## config.mk

```make
export PLATFORM = sky130hd
export DESIGN_NAME = imem_boot_loader
export DESIGN_NICKNAME = d
export VERILOG_FILES = /design/src/rtl/imem_pkg.sv /design/src/rtl/imem_boot_loader.sv
export SDC_FILE = /design/constraint.sdc
export NUM_CORES = 1
export LEC_CHECK = 0
export CORE_MARGIN = 5
export CORE_UTILIZATION = 45
export DETAILED_ROUTE_END_ITERATION = 10
export GPL_TIMING_DRIVEN = 0
export MAX_ROUTING_LAYER = met4
export PLACE_DENSITY_LB_ADDON = 0.08
export SLEW_MARGIN = 5
export SYNTH_ARGS = -nofsm -noshare
export SYNTH_HDL_FRONTEND = slang
export SYNTH_SLANG_ARGS = --single-unit
```

## constraint.sdc

```tcl
create_clock -name clk_i -period 2.4 [get_ports clk_i]
set_input_delay 0.48 -clock clk_i [delete_from_list [all_inputs] [get_ports clk_i]]
set_output_delay 0.48 -clock clk_i [all_outputs]
set_load 0.005 [all_outputs]
```

## src/rtl/imem_pkg.sv

```systemverilog
// Shared constants and state encoding for the instruction-memory boot loader.
// Memory geometry is fixed here so every user agrees on address width.
// Byte cells only; the NOP pad byte is also defined here.
package imem_pkg;

  localparam int INSTR_MEM_SIZE = 256;
  localparam int MEM_CELL_SIZE  = 8;
  localparam int ADDR_W         = $clog2(INSTR_MEM_SIZE);

  localparam logic [MEM_CELL_SIZE-1:0] NOP_BYTE = 8'h00;

  // Largest acceptable program length, sized to the length/count width.
  localparam logic [ADDR_W:0] MAX_LEN = (ADDR_W + 1)'(INSTR_MEM_SIZE);

  typedef enum logic [2:0] {
    IDLE,
    LOAD,
    PAD,
    DONE,
    ERR
  } boot_state_t;

endpackage

```

## src/rtl/imem_boot_loader.sv

```systemverilog
// Boot loader: streams program bytes into instruction memory, pads to a word, then releases the CPU.
// Latency: memory write appears 1 cycle after a byte is accepted; release 1 cycle after the final write.
// Backpressure: byte_ready_o is high only in LOAD (state-only); the source is stalled during PAD/DONE/ERR/IDLE.
module imem_boot_loader
  import imem_pkg::*;
(
  input  logic                     clk_i,
  input  logic                     rst_i,
  input  logic                     start_i,
  input  logic [ADDR_W:0]          prog_len_i,
  input  logic                     byte_valid_i,
  input  logic [MEM_CELL_SIZE-1:0] byte_data_i,
  output logic                     byte_ready_o,
  output logic                     mem_we_o,
  output logic [ADDR_W-1:0]        mem_waddr_o,
  output logic [MEM_CELL_SIZE-1:0] mem_wdata_o,
  output logic                     cpu_stall_o,
  output logic                     load_done_o,
  output logic                     load_err_o,
  output logic [7:0]               checksum_o
);

  boot_state_t              state_q, state_d;
  logic [ADDR_W:0]          len_q, len_d;
  logic [ADDR_W:0]          cnt_q, cnt_d;
  logic [ADDR_W:0]          cnt_inc;
  logic                     we_q, we_d;
  logic [ADDR_W-1:0]        waddr_q, waddr_d;
  logic [MEM_CELL_SIZE-1:0] wdata_q, wdata_d;
  logic                     stall_q, stall_d;
  logic                     done_q, done_d;
  logic                     err_q, err_d;
  logic [7:0]               csum_q, csum_d;

  assign cnt_inc = cnt_q + (ADDR_W + 1)'(1);

  // Ready depends on state only, never on byte_valid_i.
  assign byte_ready_o = (state_q == LOAD);

  assign mem_we_o    = we_q;
  assign mem_waddr_o = waddr_q;
  assign mem_wdata_o = wdata_q;
  assign cpu_stall_o = stall_q;
  assign load_done_o = done_q;
  assign load_err_o  = err_q;
  assign checksum_o  = csum_q;

  // State and datapath registers; synchronous reset, memory contents are not rolled back.
  always_ff @(posedge clk_i) begin
    if (rst_i) begin
      state_q <= IDLE;
      len_q   <= '0;
      cnt_q   <= '0;
      we_q    <= 1'b0;
      waddr_q <= '0;
      wdata_q <= '0;
      stall_q <= 1'b1;
      done_q  <= 1'b0;
      err_q   <= 1'b0;
      csum_q  <= '0;
    end else begin
      state_q <= state_d;
      len_q   <= len_d;
      cnt_q   <= cnt_d;
      we_q    <= we_d;
      waddr_q <= waddr_d;
      wdata_q <= wdata_d;
      stall_q <= stall_d;
      done_q  <= done_d;
      err_q   <= err_d;
      csum_q  <= csum_d;
    end
  end

  // Next-state and output decode: start handling, stream writes, word padding, release.
  always_comb begin
    state_d = state_q;
    len_d   = len_q;
    cnt_d   = cnt_q;
    we_d    = 1'b0;
    waddr_d = waddr_q;
    wdata_d = wdata_q;
    stall_d = stall_q;
    done_d  = done_q;
    err_d   = err_q;
    csum_d  = csum_q;

    case (state_q)
      IDLE, DONE, ERR: begin
        // Release is one cycle after entering DONE so the last write lands first.
        if (state_q == DONE) begin
          done_d  = 1'b1;
          stall_d = 1'b0;
        end
        if (start_i) begin
          done_d  = 1'b0;
          stall_d = 1'b1;
          if ((prog_len_i == '0) || (prog_len_i > MAX_LEN)) begin
            state_d = ERR;
            err_d   = 1'b1;
          end else begin
            state_d = LOAD;
            err_d   = 1'b0;
            len_d   = prog_len_i;
            cnt_d   = '0;
            csum_d  = '0;
          end
        end
      end

      LOAD: begin
        if (byte_valid_i) begin
          we_d    = 1'b1;
          waddr_d = cnt_q[ADDR_W-1:0];
          wdata_d = byte_data_i;
          cnt_d   = cnt_inc;
          csum_d  = csum_q + byte_data_i;
          if (cnt_inc == len_q) begin
            state_d = (cnt_inc[1:0] == 2'b00) ? DONE : PAD;
          end
        end
      end

      PAD: begin
        we_d    = 1'b1;
        waddr_d = cnt_q[ADDR_W-1:0];
        wdata_d = NOP_BYTE;
        cnt_d   = cnt_inc;
        if (cnt_inc[1:0] == 2'b00) begin
          state_d = DONE;
        end
      end

      default: begin
        state_d = IDLE;
      end
    endcase
  end

endmodule

```

==> run_results.csv <==
group,metric,value,unit
status,status,"complete, no violations",
routing,met3WireLength,253,µm
synth,synth_edf_count,0,
floorplanning,fp-row-count,27,
cts,cts_tree,"yes",
sta,rsz0062_at_grt,"false",
critical_path,cp_slowest_cell,"or4_4",
place,place_hpwl,4.37,mm
critical_path,start_kind,"input pin",
synth,synth_common_cells,"dfxtp_1 (49), nand2_1 (49), a21oi_1 (33), nor2_1 (19), nand3_1 (16)",
sta,slew_viol_final,0,
cts,clk_latency,300,ps
routing,routed_via_density,5.39,
critical_path,cp_data_arrival_time,2550,ps
synth,synthFlopType,"dfxtp_1",
grt,grt_pass1_wl,10.1,mm
synth,syn_inst,297,
floorplanning,fp.dieH,84.6,µm
sta,setup_ws,69.7,ps
cts,htree_levels,2,
cts,cts_buffers,5,
grt,globalRouteTotalUtil,17.4,%
min_path,whs_path_depth,2,
sta,hold_violations,0,
place,portBuffers,48,
cts,clk_pin_slew,90,ps
routing,drc_errors,0,
critical_path,critPathRequiredTime,2620,ps
synth,synth.avg_cell_area,8.43,µm²
finish,area_delta_synth_final,30.4,%
synth,async_flop_share,0,%
critical_path,cp-end-kind,"flip-flop",
critical_path,worstSetupPathType,"in2reg",
critical_path,path_max_fanout,5,
synth,synth.area.top_cells,"dfxtp_1 (39%), nand2_1 (7.3%), a21oi_1 (6.6%), ha_1 (4.0%), a311oi_2 (3.6%)",
routing,antenna_left,0,
critical_path,ff2ff_path_depth,7,
finish,drive_above_1_share,11.2,%
routing,dr.pass1.iters,4,
sta,worst_pin_slew,842,ps
sta,setup_tns,0,ps
routing,drt_iter0_markers,140,
power_and_ir_drop,leakage,0.00122,µW
floorplanning,chipWidth,84.6,µm
power_and_ir_drop,p_per_area,534,nW/µm²
synth,syn_nets,327,
finish,seqCellArea,982,µm²
synth,synth_area,2500,µm²
finish,diodes,0,
critical_path,path_cells,"clkdlybuf4s50_1 > or4_4 > or3_4 > a32o_2 > o31a_1 > buf_6 > a311oi_2",
cts,cts_root_buffer,"clkbuf_8",
power_and_ir_drop,power,1740,µW
synth,ys_ff_latch,49,
cts,ctsLongestPathBuffers,2,
critical_path,critical_path.max_stage_delay,430,ps
routing,top_layer,"met4",
sta,timing.slew.headroom,43.5,%
synth,yosys_warnings,0,
run,maxCapViolations,0,
sta,clock-skew-final,12.6,ps
finish,final.fill_count,520,
grt,antenna_found_initial,0,
cts,cts.sinks,49,
place,dpl.cell_count,417,
synth,synth_top_area_share,39.2,%
synth,seq_area_frac_synth,39.2,%
floorplanning,core-area,5470,µm²
routing,wl_per_cell,13.7,µm
sta,fmax,0.429,GHz
routing,wl_met2,2.71,mm
power_and_ir_drop,ir_drop,0.334,mV
finish,stdcell_count,428,
sta,post-route-period-util,97.1,%
grt,grt_overflow,0,
sta,setup_violations,0,
routing,num_vias,2306,
grt,grt_max_degree,16,
synth,synth.largest_area_cell,"dfxtp_1",
floorplanning,dieArea,7160,µm²
routing,totalWireLength,5.87,mm
finish,nets,385,
floorplanning,start_util,45.8,%
place,post-place-ws,-564,ps
floorplanning,num_io_pins,50,
finish,multiInputGateArea,1470,µm²
place,routabilityCongestion,0.807,
min_path,hold_path.class,"reg2reg",
synth,synth.distinct_cells,52,
routing,m1WireLength,2.86,mm
grt,grt_pass1_vias,2183,
sta,min_period,2330,ps
[layout make-up]
type	instances	share of cell area [%]
plain buffers	17	2.34
clock buffers	6	2.22
clock inverters	2	1.19
inverters	5	0.574
multi-input cells	225	45.0
flip-flops and latches	49	30.1
well taps	72	2.76
repair buffers	52	15.9
[cells by family (layout without fill, tap and decap cells)]
logic type	Yosys count	count (layout)	share of synthesized area, %
AOI/OAI and AO/OA	80	80	22.5
xor gates and xnor gates	13	13	4.55
adders and majority gates	9	9	4.80
buffers and inverters	23	82	3.85
DFF	49	49	39.2
muxes	4	4	1.65
and+or+nand+nor	119	119	23.5
[timing repair]
action	4_1_cts	5_1_grt
setup endpoints to repair	28	21
pin swaps	3	7
gates resized for setup	9	15
cloned	1	0
hold buffers	0	0
buffers inserted	2	1
[critical path: cells and delay by family]
kind	cells	cell delay, ps
AO/OA/AOI/OAI	3	670
buffers and inverters	2	560
AND/OR/NAND/NOR	2	830
[registers in the layout (all words and copies together), names as in the netlist]
register / flops
cpu_stall_o: 1
cnt_q: 9
state_q: 3
mem_wdata_o: 8
load_done_o: 1
len_q: 9
load_err_o: 1
checksum_o: 8
mem_we_o: 1
mem_waddr_o: 8
[metal layers]
layer / up-vias / GRT usage [%]
met2: 50 / 28.3
met5: - / -
met3: 6 / 3.73
li1: 1176 / -
met4: 0 / 4.60
met1: 1074 / 22.1
[final timing paths]
| kind | slack, ps | start | endpoint |
|---|---|---|---|
| worst min-delay path | 460 | mem_waddr_o[0]$_SDFFE_PP0P_ | mem_waddr_o[0]$_SDFFE_PP0P_ |
| worst max register to register | 170 | cnt_q[1]$_SDFFE_PP0P_ | state_q[1]$_SDFFE_PP0P_ |
| worst min register to register | 460 | mem_waddr_o[0]$_SDFFE_PP0P_ | mem_waddr_o[0]$_SDFFE_PP0P_ |
| worst max-delay path | 70 | prog_len_i[7] | cnt_q[2]$_SDFFE_PP0P_ |
[stage by stage]
stage | hold slack (ps) | util [%] | cell area [µm²]
after floorplan | 448 | - | 2500
after global placement | 448 | 56.2 | 3080
after detailed placement | 451 | 56.2 | 3080
after CTS | 463 | 58.9 | 3230
after global routing | 474 | 59.7 | 3270
final | 460 | 59.7 | 3270
[power by group]
group / internal [µW] / switching, µW / leakage [µW] / total, µW
clock: 313 / 274 / 0.0000554 / 587
sequential: 840 / 23.2 / 0.000398 / 863
combinational: 140 / 153 / 0.000764 / 293
total: 1290 / 450 / 0.00122 / 1740
[cells in the final DEF, fill, tap and decap left out, drive strengths merged, types with 5 or more instances in the layout]
cell type / synthesis / final
clkbuf: 14 / 20
a21oi: 34 / 34
nand2b: 9 / 9
a311oi: 6 / 6
buf: 4 / 7
clkdlybuf4s50: 0 / 42
nor2: 19 / 19
or3: 5 / 5
nand3: 16 / 16
inv: 5 / 5
a22o: 8 / 8
xnor2: 8 / 8
o21ai: 9 / 9
nand2: 49 / 49
dfxtp: 49 / 49
xor2: 5 / 5
ha: 8 / 8
No activity file was read; power rests on OpenSTA's default activity.
